<file path="src/rtl/uart_cmd_pkg.sv">
// Shared definitions for the ASCII drive-command link (robot translator and base receiver).
package uart_cmd_pkg;

    typedef enum logic [2:0] {
        STOP     = 3'd0,
        FORWARD  = 3'd1,
        BACKWARD = 3'd2,
        LEFT     = 3'd3,
        RIGHT    = 3'd4
    } drive_cmd_t;

    typedef struct packed {
        logic       hit;
        drive_cmd_t cmd;
    } cmd_decode_t;

    localparam logic [7:0] ASCII_S = 8'h53;
    localparam logic [7:0] ASCII_F = 8'h46;
    localparam logic [7:0] ASCII_B = 8'h42;
    localparam logic [7:0] ASCII_L = 8'h4C;
    localparam logic [7:0] ASCII_R = 8'h52;
    localparam logic [7:0] ASCII_1 = 8'h31;
    localparam logic [7:0] ASCII_5 = 8'h35;

    localparam logic [2:0] DIFF_MIN = 3'd1;
    localparam logic [2:0] DIFF_MAX = 3'd5;

    // Upper-case command letters only; anything else reports hit = 0.
    function automatic cmd_decode_t decode_cmd(input logic [7:0] c);
        cmd_decode_t d;
        d.hit = 1'b1;
        d.cmd = STOP;
        case (c)
            ASCII_S: d.cmd = STOP;
            ASCII_F: d.cmd = FORWARD;
            ASCII_B: d.cmd = BACKWARD;
            ASCII_L: d.cmd = LEFT;
            ASCII_R: d.cmd = RIGHT;
            default: d.hit = 1'b0;
        endcase
        return d;
    endfunction

endpackage

</file>
<file path="src/rtl/uart_rx_core.sv">
// 8N1 UART receiver: synchroniser, mid-bit sampling FSM and framing check.
module uart_rx_core #(
    parameter int unsigned CLK_FREQ = 50_000_000,
    parameter int unsigned BAUD     = 115200
) (
    input  logic       clk,
    input  logic       reset,
    input  logic       uart_in,
    output logic [7:0] rx_byte,
    output logic       rx_commit,     // cycle T: stop bit good, rx_byte complete
    output logic       byte_valid,    // cycle T+1
    output logic       framing_error  // cycle T+1
);
    localparam int unsigned CLKS_PER_BIT = CLK_FREQ / BAUD;
    localparam int unsigned CNT_W        = $clog2(CLKS_PER_BIT);
    localparam logic [CNT_W-1:0] CNT_LAST = CNT_W'(CLKS_PER_BIT - 1);
    localparam logic [CNT_W-1:0] CNT_MID  = CNT_W'(CLKS_PER_BIT / 2 - 1);
    localparam logic [CNT_W-1:0] CNT_ONE  = CNT_W'(1);

    typedef enum logic [2:0] {
        StWaitIdle, StIdle, StStart, StData, StStop, StDone
    } rx_state_t;

    rx_state_t        state_q, state_d;
    logic [1:0]       sync_q;
    logic [CNT_W-1:0] clk_cnt_q, clk_cnt_d;
    logic [2:0]       bit_cnt_q, bit_cnt_d;
    logic [7:0]       shift_q, shift_d;
    logic             fe_q, fe_d;
    logic             rx_s;

    assign rx_s          = sync_q[1];
    assign rx_byte       = shift_q;
    assign byte_valid    = (state_q == StDone);
    assign framing_error = fe_q;

    // State, counters and the idle-high synchroniser.
    always_ff @(posedge clk or posedge reset) begin
        if (reset) begin
            sync_q    <= 2'b11;
            state_q   <= StWaitIdle;
            clk_cnt_q <= '0;
            bit_cnt_q <= '0;
            shift_q   <= '0;
            fe_q      <= 1'b0;
        end else begin
            sync_q    <= {sync_q[0], uart_in};
            state_q   <= state_d;
            clk_cnt_q <= clk_cnt_d;
            bit_cnt_q <= bit_cnt_d;
            shift_q   <= shift_d;
            fe_q      <= fe_d;
        end
    end

    // Next-state: all sampling happens at mid-bit, counted from the start-bit edge.
    always_comb begin
        state_d   = state_q;
        clk_cnt_d = clk_cnt_q;
        bit_cnt_d = bit_cnt_q;
        shift_d   = shift_q;
        fe_d      = 1'b0;
        rx_commit = 1'b0;
        case (state_q)
            StWaitIdle: begin
                // Needs a full bit period of continuous high before listening.
                if (!rx_s) begin
                    clk_cnt_d = '0;
                end else if (clk_cnt_q == CNT_LAST) begin
                    clk_cnt_d = '0;
                    state_d   = StIdle;
                end else begin
                    clk_cnt_d = clk_cnt_q + CNT_ONE;
                end
            end
            StIdle: begin
                if (!rx_s) begin
                    clk_cnt_d = '0;
                    state_d   = StStart;
                end
            end
            StStart: begin
                if (clk_cnt_q == CNT_MID) begin
                    clk_cnt_d = '0;
                    if (!rx_s) begin
                        bit_cnt_d = '0;
                        state_d   = StData;
                    end else begin
                        state_d = StIdle;
                    end
                end else begin
                    clk_cnt_d = clk_cnt_q + CNT_ONE;
                end
            end
            StData: begin
                if (clk_cnt_q == CNT_LAST) begin
                    clk_cnt_d = '0;
                    shift_d   = {rx_s, shift_q[7:1]};
                    if (bit_cnt_q == 3'd7) begin
                        state_d = StStop;
                    end else begin
                        bit_cnt_d = bit_cnt_q + 3'd1;
                    end
                end else begin
                    clk_cnt_d = clk_cnt_q + CNT_ONE;
                end
            end
            StStop: begin
                if (clk_cnt_q == CNT_LAST) begin
                    clk_cnt_d = '0;
                    if (rx_s) begin
                        rx_commit = 1'b1;
                        state_d   = StDone;
                    end else begin
                        fe_d    = 1'b1;
                        state_d = StWaitIdle;
                    end
                end else begin
                    clk_cnt_d = clk_cnt_q + CNT_ONE;
                end
            end
            StDone:  state_d = StIdle;
            default: state_d = StWaitIdle;
        endcase
    end

endmodule

</file>
<file path="src/rtl/uart_cmd_rx.sv">
// Base-side command receiver: decodes framed bytes into drive commands and difficulty.
module uart_cmd_rx
    import uart_cmd_pkg::*;
#(
    parameter int unsigned CLK_FREQ = 50_000_000,
    parameter int unsigned BAUD     = 115200
) (
    input  logic       clk,
    input  logic       reset,
    input  logic       uart_in,
    input  logic       cmd_ready,
    output logic [2:0] drive_command,
    output logic       cmd_valid,
    output logic [2:0] difficulty,
    output logic [7:0] byte_data,
    output logic       byte_valid,
    output logic       framing_error,
    output logic       overrun,
    output logic       unknown_char
);
    logic [7:0]  rx_byte;
    logic        rx_commit;
    cmd_decode_t dec;
    logic        is_diff;

    drive_cmd_t  drive_q, drive_d;
    logic        cmd_valid_q, cmd_valid_d;
    logic [2:0]  diff_q, diff_d;
    logic [7:0]  byte_q, byte_d;
    logic        overrun_q, overrun_d;
    logic        unknown_q, unknown_d;

    uart_rx_core #(
        .CLK_FREQ (CLK_FREQ),
        .BAUD     (BAUD)
    ) u_core (
        .clk           (clk),
        .reset         (reset),
        .uart_in       (uart_in),
        .rx_byte       (rx_byte),
        .rx_commit     (rx_commit),
        .byte_valid    (byte_valid),
        .framing_error (framing_error)
    );

    assign dec           = decode_cmd(rx_byte);
    assign is_diff       = (rx_byte >= ASCII_1) && (rx_byte <= ASCII_5);
    assign drive_command = drive_q;
    assign cmd_valid     = cmd_valid_q;
    assign difficulty    = diff_q;
    assign byte_data     = byte_q;
    assign overrun       = overrun_q;
    assign unknown_char  = unknown_q;

    // Output registers; loaded on rx_commit so they become visible with byte_valid.
    always_ff @(posedge clk or posedge reset) begin
        if (reset) begin
            drive_q     <= STOP;
            cmd_valid_q <= 1'b0;
            diff_q      <= DIFF_MIN;
            byte_q      <= 8'h00;
            overrun_q   <= 1'b0;
            unknown_q   <= 1'b0;
        end else begin
            drive_q     <= drive_d;
            cmd_valid_q <= cmd_valid_d;
            diff_q      <= diff_d;
            byte_q      <= byte_d;
            overrun_q   <= overrun_d;
            unknown_q   <= unknown_d;
        end
    end

    // Decode table and handshake; a new command wins over a same-cycle accept.
    always_comb begin
        drive_d     = drive_q;
        cmd_valid_d = cmd_valid_q;
        diff_d      = diff_q;
        byte_d      = byte_q;
        overrun_d   = 1'b0;
        unknown_d   = 1'b0;
        if (cmd_valid_q && cmd_ready) begin
            cmd_valid_d = 1'b0;
        end
        if (rx_commit) begin
            byte_d = rx_byte;
            if (dec.hit) begin
                drive_d     = dec.cmd;
                cmd_valid_d = 1'b1;
                overrun_d   = cmd_valid_q && !cmd_ready;
            end else if (is_diff) begin
                // '1'..'5' carry the level in their low three bits.
                diff_d = rx_byte[2:0];
            end else begin
                unknown_d = 1'b1;
            end
        end
    end

endmodule

</file>
<file path="config.mk">
export PLATFORM = sky130hd
export DESIGN_NAME = uart_cmd_rx
export DESIGN_NICKNAME = d
export VERILOG_FILES = /design/src/rtl/uart_cmd_pkg.sv /design/src/rtl/uart_rx_core.sv /design/src/rtl/uart_cmd_rx.sv
export SDC_FILE = /design/constraint.sdc
export NUM_CORES = 1
export LEC_CHECK = 0
export ABC_CLOCK_PERIOD_IN_PS = 2630
export CAP_MARGIN = 20
export CORE_MARGIN = 1.5
export CORE_UTILIZATION = 40
export CTS_CLUSTER_SIZE = 8
export DETAILED_ROUTE_END_ITERATION = 6
export GPL_ROUTABILITY_DRIVEN = 0
export GPL_TIMING_DRIVEN = 1
export PLACE_DENSITY = 0.65
export SETUP_SLACK_MARGIN = 0.4
export SLEW_MARGIN = 20
export SYNTH_ARGS = -nofsm -noshare
export SYNTH_HDL_FRONTEND = slang
export SYNTH_SLANG_ARGS = --single-unit
export TNS_END_PERCENT = 100
</file>
<file path="constraint.sdc">
create_clock -name clk -period 2.63 [get_ports clk]
set_input_delay 0.526 -clock clk [delete_from_list [all_inputs] [get_ports clk]]
set_output_delay 0.526 -clock clk [all_outputs]
set_load 0.1 [all_outputs]
</file>
==> impl_metrics.env, run 1 <==
export IMPL_clockBufferDepth=2
export IMPL_h_tree_depth=2
export IMPL_wl_met1_mm=2.05
export IMPL_setup_tns_ns=0
export IMPL_skew_ns=0.00510
export IMPL_n_antenna_cell=0
export IMPL_yosys_top_cells_area="dfrtp_1 45%, nand2_1 7.1%, mux2_2 6.1%"
export IMPL_timing_final_crit_share=0.812
export IMPL_detail_route_antenna_nets=0
export IMPL_synth_async_reset_ratio=1.00
export IMPL_grt_start_max_net_pins=44
export IMPL_num_vias=1673
export IMPL_worstSetupPathType="reg2reg"
export IMPL_cts_hold_buf=0
export IMPL_status="completed"
export IMPL_yosys_register_bits=43
export IMPL_dp_hpwl_mm=3.13
export IMPL_netlist_instances=223
export IMPL_cp_num_buf_inv=1
export IMPL_rows=26
export IMPL_cp_end_kind="flop"
export IMPL_via_per_inst=5.20
export IMPL_drc=0
export IMPL_clock_fmax_mhz=468
export IMPL_nets=260
export IMPL_p_leak_nw=1.28
export IMPL_core_um2=5200
export IMPL_grt_pass1_wl_mm=7.36
export IMPL_route_met3_wl_um=141
export IMPL_io_buffer_count=22
export IMPL_start_util=0.425
export IMPL_slew_limit_headroom=0.650
export IMPL_drv_slew=0
export IMPL_final_util=0.512
export IMPL_final_min_clock_period_ns=2.14
export IMPL_synth_top_area_share=0.452
export IMPL_tritoncts="yes"
export IMPL_wl_met2_mm=2.02
export IMPL_grt_use_total=0.154
export IMPL_grt_pass1_vias=1557
export IMPL_pin_count=23
export IMPL_ys_types=44
export IMPL_yosys_cell_count_top_type="nand2_1"
export IMPL_critPathMaxFanout=9
export IMPL_path_clk_slew_ns=0.08
export IMPL_die_area_um2=5990
export IMPL_synth_warning_count=0
export IMPL_crit_slowest_cell="or4b_4"
export IMPL_ys_top_cells_by_count="42 x nand2_1, 40 x dfrtp_1, 12 x mux2_2, 12 x o21ai_0, 11 x inv_1"
export IMPL_syn_cell_area_um2=2210
export IMPL_cts_sinks=43
export IMPL_wirelength_mm=4.28
export IMPL_area_growth_pct=20.3
export IMPL_cp_top_family="simple AND/OR/NAND/NOR gates"
export IMPL_grt_overflow_total=0
export IMPL_hold_class="reg2reg"
export IMPL_dr_pass1_iters=4
export IMPL_synth_top_area_cell="dfrtp_1"
export IMPL_fp_dieW_um=77.4
export IMPL_drv_cap=0
export IMPL_seq_area_frac_synth=0.488
export IMPL_worstMarginPinSlew_ns=0.524
export IMPL_detail_route_wl_per_cell_um=13.3
export IMPL_synthFlopType="dfrtp_1"
export IMPL_avgSynthCellArea_um2=9.93
export IMPL_top_layer="met4"
export IMPL_antenna_found_initial=0
export IMPL_setup_viol=0
export IMPL_slowest_delay_ns=0.63
export IMPL_powerDensity_nw_per_um2=465
export IMPL_fp_dieH_um=77.4
export IMPL_drive_gt1_frac=0.262
export IMPL_vdd_ir_drop_max_uv=247
export IMPL_rsz0062_at_grt="true"
export IMPL_clk_latency_ns=0.29
export IMPL_required_ns=2.81
export IMPL_drt_initial_drc_count=72
export IMPL_critPathArrivalTime_ns=2.32
export IMPL_path_cells="or4b_4 -> nor4_4 -> buf_4 -> nand2_4 -> mux2_4"
export IMPL_clockRootBuffer="clkbuf_8"
export IMPL_cts_made_buffers=5
export IMPL_cp_start_kind="flop"
export IMPL_hold_viol=0
export IMPL_synth_edff_count=0
export IMPL_synth_fp_nets=232
==> cells by family after synthesis <==
family                     after synthesis  synth area share
AOI/OAI and AO/OA                       38             0.116
xor gates and xnor gates                 2           0.00792
adders and majority gates                5            0.0283
buffers and inverters                   23            0.0435
DFF                                     43             0.488
muxes                                   15            0.0814
and+or+nand+nor                         97             0.235
==> final timing paths <==
kind / from / end / slack, ns / cells past startpoint
setup / recovery: u_core.clk_cnt_q[2] / difficulty[1] / 0.49 / 5
hold / removal: u_core.sync_q[0] / u_core.sync_q[1] / 0.36 / 0
setup reg to reg: u_core.clk_cnt_q[2] / difficulty[1] / 0.49 / 5
hold reg to reg: u_core.sync_q[0] / u_core.sync_q[1] / 0.36 / 0
max in group asynchronous: reset / u_core.clk_cnt_q[0] / 1.58 / 3
min in group asynchronous: reset / byte_data[3] / 0.67 / 3
==> cell type report <==
cell class              count  area [um2]
inverters                  11        41.3
clock buffers               6        82.6
well taps                  70        87.6
fillers                   497        2540
clock inverters             2        35.0
flip-flops and latches     43        1080
multi-input cells         157        1070
repair buffers             33         268
==> power by group <==
group | switching [W] | internal (W)
logic | 0.0000271 | 0.0000163
registers | 0.00000754 | 0.000667
clock network | 0.000212 | 0.000307
==> cell usage in the layout (no fill, tap or decap), types with 2 or more instances in the layout <==
cell / instances
nor2_1: 8
dfrtp_1: 39
o21ai_1: 2
nor3_4: 2
clkbuf_8: 6
a22o_1: 3
nand3_1: 6
and3_1: 4
nand2b_1: 4
buf_4: 29
o22ai_1: 3
mux2_2: 12
nor2b_1: 4
ha_1: 5
inv_1: 11
nand4_1: 5
o311ai_0: 3
dfstp_2: 3
clkdlybuf4s50_1: 3
o21ai_0: 12
nor3_1: 8
nand2_1: 42
nor4_1: 3
mux2_4: 3
a21oi_1: 7
==> per-layer routing <==
metal,up-vias,GRT usage
met5,-,0
met4,0,0.0545
met3,7,0.0282
met2,34,0.254
met1,784,0.203
li1,848,-
==> per-stage QoR <==
stage                     cell area (um2)  hold WS, ns  cells  worst slack [ns]  power, W
after floorplan                      2220        0.345    223             0.572  0.000715
after global placement               2490        0.351    309             0.397  0.000731
after detailed placement             2490        0.351    309             0.383  0.000732
after CTS                            2630        0.363    320             0.390   0.00126
after global routing                 2660        0.368    322             0.396   0.00130
final                                2660        0.360    322             0.494   0.00124
==> state kept, by name, summed over array words and instances, names as in the netlist, 2 cells and up <==
| register | cells |
|---|---|
| drive_command | 3 |
| u_core.clk_cnt_q | 9 |
| difficulty | 3 |
| u_core.sync_q | 2 |
| byte_data | 8 |
| u_core.bit_cnt_q | 3 |
| u_core.rx_byte | 8 |
| u_core.state_q | 3 |
==> repair_timing <==
| item | 4_1_cts | 5_1_grt |
|---|---|---|
| gates cloned | 0 | 0 |
| gates resized for setup | 0 | 4 |
| buffers inserted | 3 | 2 |
| setup endpoints to repair | 4 | 20 |
| pin swaps | 2 | 1 |
Note: power is estimated with default switching activity, not from simulation.
==> inputs of run 2 (changes only) <==
--- a/config.mk
+++ b/config.mk
@@ -5,7 +5,7 @@
 export SDC_FILE = /design/constraint.sdc
 export NUM_CORES = 1
 export LEC_CHECK = 0
-export ABC_CLOCK_PERIOD_IN_PS = 2630
+export ABC_CLOCK_PERIOD_IN_PS = 1800
 export CAP_MARGIN = 20
 export CORE_MARGIN = 1.5
 export CORE_UTILIZATION = 40
@@ -13,7 +13,7 @@
 export DETAILED_ROUTE_END_ITERATION = 6
 export GPL_ROUTABILITY_DRIVEN = 0
 export GPL_TIMING_DRIVEN = 1
-export PLACE_DENSITY = 0.65
+export PLACE_DENSITY = 0.67
 export SETUP_SLACK_MARGIN = 0.4
 export SLEW_MARGIN = 20
 export SYNTH_ARGS = -nofsm -noshare
==> constraint.sdc (replaced) <==
create_clock -name clk -period 1.8 [get_ports clk]
set_input_delay 0.36 -clock clk [delete_from_list [all_inputs] [get_ports clk]]
set_output_delay 0.36 -clock clk [all_outputs]
set_load 0.1 [all_outputs]
==> impl_metrics.env, run 2 (same netlist as run 1, synthesis figures left out) <==
export IMPL_clock_fmax_mhz=481
export IMPL_tritoncts="yes"
export IMPL_worstSetupPathType="reg2reg"
export IMPL_multi_input_area_um2=1320
export IMPL_powerDensity_nw_per_um2=487
export IMPL_skew_ns=0.00989
export IMPL_regMostFlops="u_core.clk_cnt_q"
export IMPL_drt_initial_drc_count=92
export IMPL_cts_sinks=43
export IMPL_r2r_end="u_core.bit_cnt_q[0]"
export IMPL_path_clk_slew_ns=0.09
export IMPL_grt_overflow_total=0
export IMPL_holdWs_ns=0.358
export IMPL_die_area_um2=5990
export IMPL_grt_pass1_wl_mm=8.99
export IMPL_required_ns=1.99
export IMPL_slew_limit_headroom=0.683
export IMPL_drc=0
export IMPL_area_growth_pct=61.2
export IMPL_clockBufferDepth=2
export IMPL_final_min_clock_period_ns=2.08
export IMPL_cp_num_buf_inv=1
export IMPL_drv_cap=0
export IMPL_seq_area_um2=1080
export IMPL_dr_pass1_iters=4
export IMPL_drv_slew=0
export IMPL_h_tree_depth=2
export IMPL_fp_dieW_um=77.4
export IMPL_grt_busiest_layer="met2"
export IMPL_via_per_inst=5.32
export IMPL_hold_viol=0
export IMPL_num_vias=1956
export IMPL_p_total_w=0.00174
export IMPL_n_fill_cell=383
export IMPL_final_cell_mix="38 x dfrtp_1, 33 x buf_4, 26 x nand2_1"
export IMPL_endpoint="u_core.bit_cnt_q[0]"
export IMPL_critPathLaunch="u_core.clk_cnt_q[0]"
export IMPL_detail_route_wl_per_cell_um=15.2
export IMPL_final_common_cell="dfrtp_1"
export IMPL_drive_gt1_frac=0.513
export IMPL_rsz0062_at_grt="true"
export IMPL_start_util=0.425
export IMPL_cp_end_kind="flop"
export IMPL_grtUsageMet2=0.335
export IMPL_use_met1=0.225
export IMPL_p_leak_nw=1.65
export IMPL_detail_route_antenna_nets=0
export IMPL_cp_depth=7
export IMPL_finalWorstSetupSlack_ns=-0.278
export IMPL_nets=306
export IMPL_cp_start_kind="flop"
export IMPL_use_met3=0.0471
export IMPL_slowest_delay_ns=0.47
export IMPL_reg2reg_slack_ns=-0.28
export IMPL_timing_final_crit_share=1.15
export IMPL_hold_class="reg2reg"
export IMPL_rows=26
export IMPL_violations="negative setup slack"
export IMPL_worstMarginPinSlew_ns=0.469
export IMPL_crit_slowest_cell="or4b_4"
export IMPL_grt_pass1_vias=1870
export IMPL_cts_hold_buf=0
export IMPL_dp_hpwl_mm=3.52
export IMPL_clockRootBuffer="clkbuf_8"
export IMPL_pin_count=23
export IMPL_clk_latency_ns=0.31
export IMPL_r2r_start="u_core.clk_cnt_q[0]"
export IMPL_path_cells="inv_1 -> ha_1 -> or4b_4 -> nor3_4 -> a21oi_2 -> nor4_4 -> mux2_2"
export IMPL_critPathMaxFanout=3
export IMPL_fp_dieH_um=77.4
export IMPL_largest_reg_flops=9
export IMPL_wirelength_mm=5.60
export IMPL_status="finished with violations"
export IMPL_critPathArrivalTime_ns=2.27
export IMPL_cp_top_family="simple AND/OR/NAND/NOR gates"
export IMPL_grt_start_max_net_pins=44
export IMPL_setup_viol=36
export IMPL_vdd_ir_drop_max_uv=396
export IMPL_core_um2=5200
export IMPL_io_buffer_count=22
export IMPL_rr_worst_depth=7
export IMPL_n_antenna_cell=0
export IMPL_cts_made_buffers=5
export IMPL_antenna_found_initial=0
export IMPL_grt_use_total=0.192
run 2: cell types whose count changed in the layout (fill, tap and decap cells not counted), moves of 10 or more:
cell,change
mux2_2,-10
mux2_4,+10
buf_12,+22
nand2_2,+14
nand2_1,-16
buf_6,+19
run 2: worst min-delay path by stage:
stage                                  end  slack [ns]  cells after the start              from
after floorplan           u_core.sync_q[1]        0.35                      0  u_core.sync_q[0]
after global placement    u_core.sync_q[1]        0.35                      0  u_core.sync_q[0]
after detailed placement  u_core.sync_q[1]        0.35                      0  u_core.sync_q[0]
final                     u_core.sync_q[1]        0.36                      0  u_core.sync_q[0]
after global routing      u_core.sync_q[1]        0.36                      0  u_core.sync_q[0]
after CTS                 u_core.sync_q[1]        0.36                      0  u_core.sync_q[0]
run 2: where the power goes:
part / switching, W / internal (W) / leakage, nW
sequential: 0.00000754 / 0.000975 / 0.585
clock: 0.000360 / 0.000270 / 0.0402
combinational: 0.0000631 / 0.0000598 / 1.02
total: 0.000431 / 0.00130 / 1.65
run 2: area by class of cell:
cell class,instances,share of cell area
clock buffer,5,0.0193
inverter,11,0.0116
sequential,43,0.303
tap,70,0.0246
timing repair buffer,78,0.267
clock inverter,3,0.00561
multi-input combinational,158,0.369
run 2: repair_timing:
| action | in CTS | in global routing |
|---|---|---|
| setup endpoints to repair | 43 | 43 |
| pin swaps | 15 | 24 |
| buffers inserted | 15 | 10 |
| gates cloned | 1 | 0 |
| resized for setup | 37 | 33 |
run 2: metal layers:
metal	up-vias	routed length, um
li1	944	-
met1	966	2310
met2	37	3010
met3	9	175
met4	0	103
met5	-	0
run 2: through the flow:
stage	setup WS [ns]	setup TNS, ns	instances	instance area (um2)	utilization
2_1_floorplan	-0.188	-3.28	223	2310	-
3_3_place_gp	-0.195	-2.95	334	3000	0.575
3_5_place_dp	-0.248	-3.57	334	3000	0.575
4_1_cts	-0.266	-3.60	358	3350	0.643
5_1_grt	-0.339	-7.87	368	3570	0.685
6_report	-0.278	-5.31	368	3570	0.685
run 2: worst reg2reg max path: cells and delay by family (launching register included):
family | cells | cell delay (ns)
AOI/OAI and AO/OA | 1 | 0.07
and+or+nand+nor | 3 | 0.93
buffers and inverters | 1 | 0.06
DFF | 1 | 0.40
muxes | 1 | 0.37
adders and majority gates | 1 | 0.13
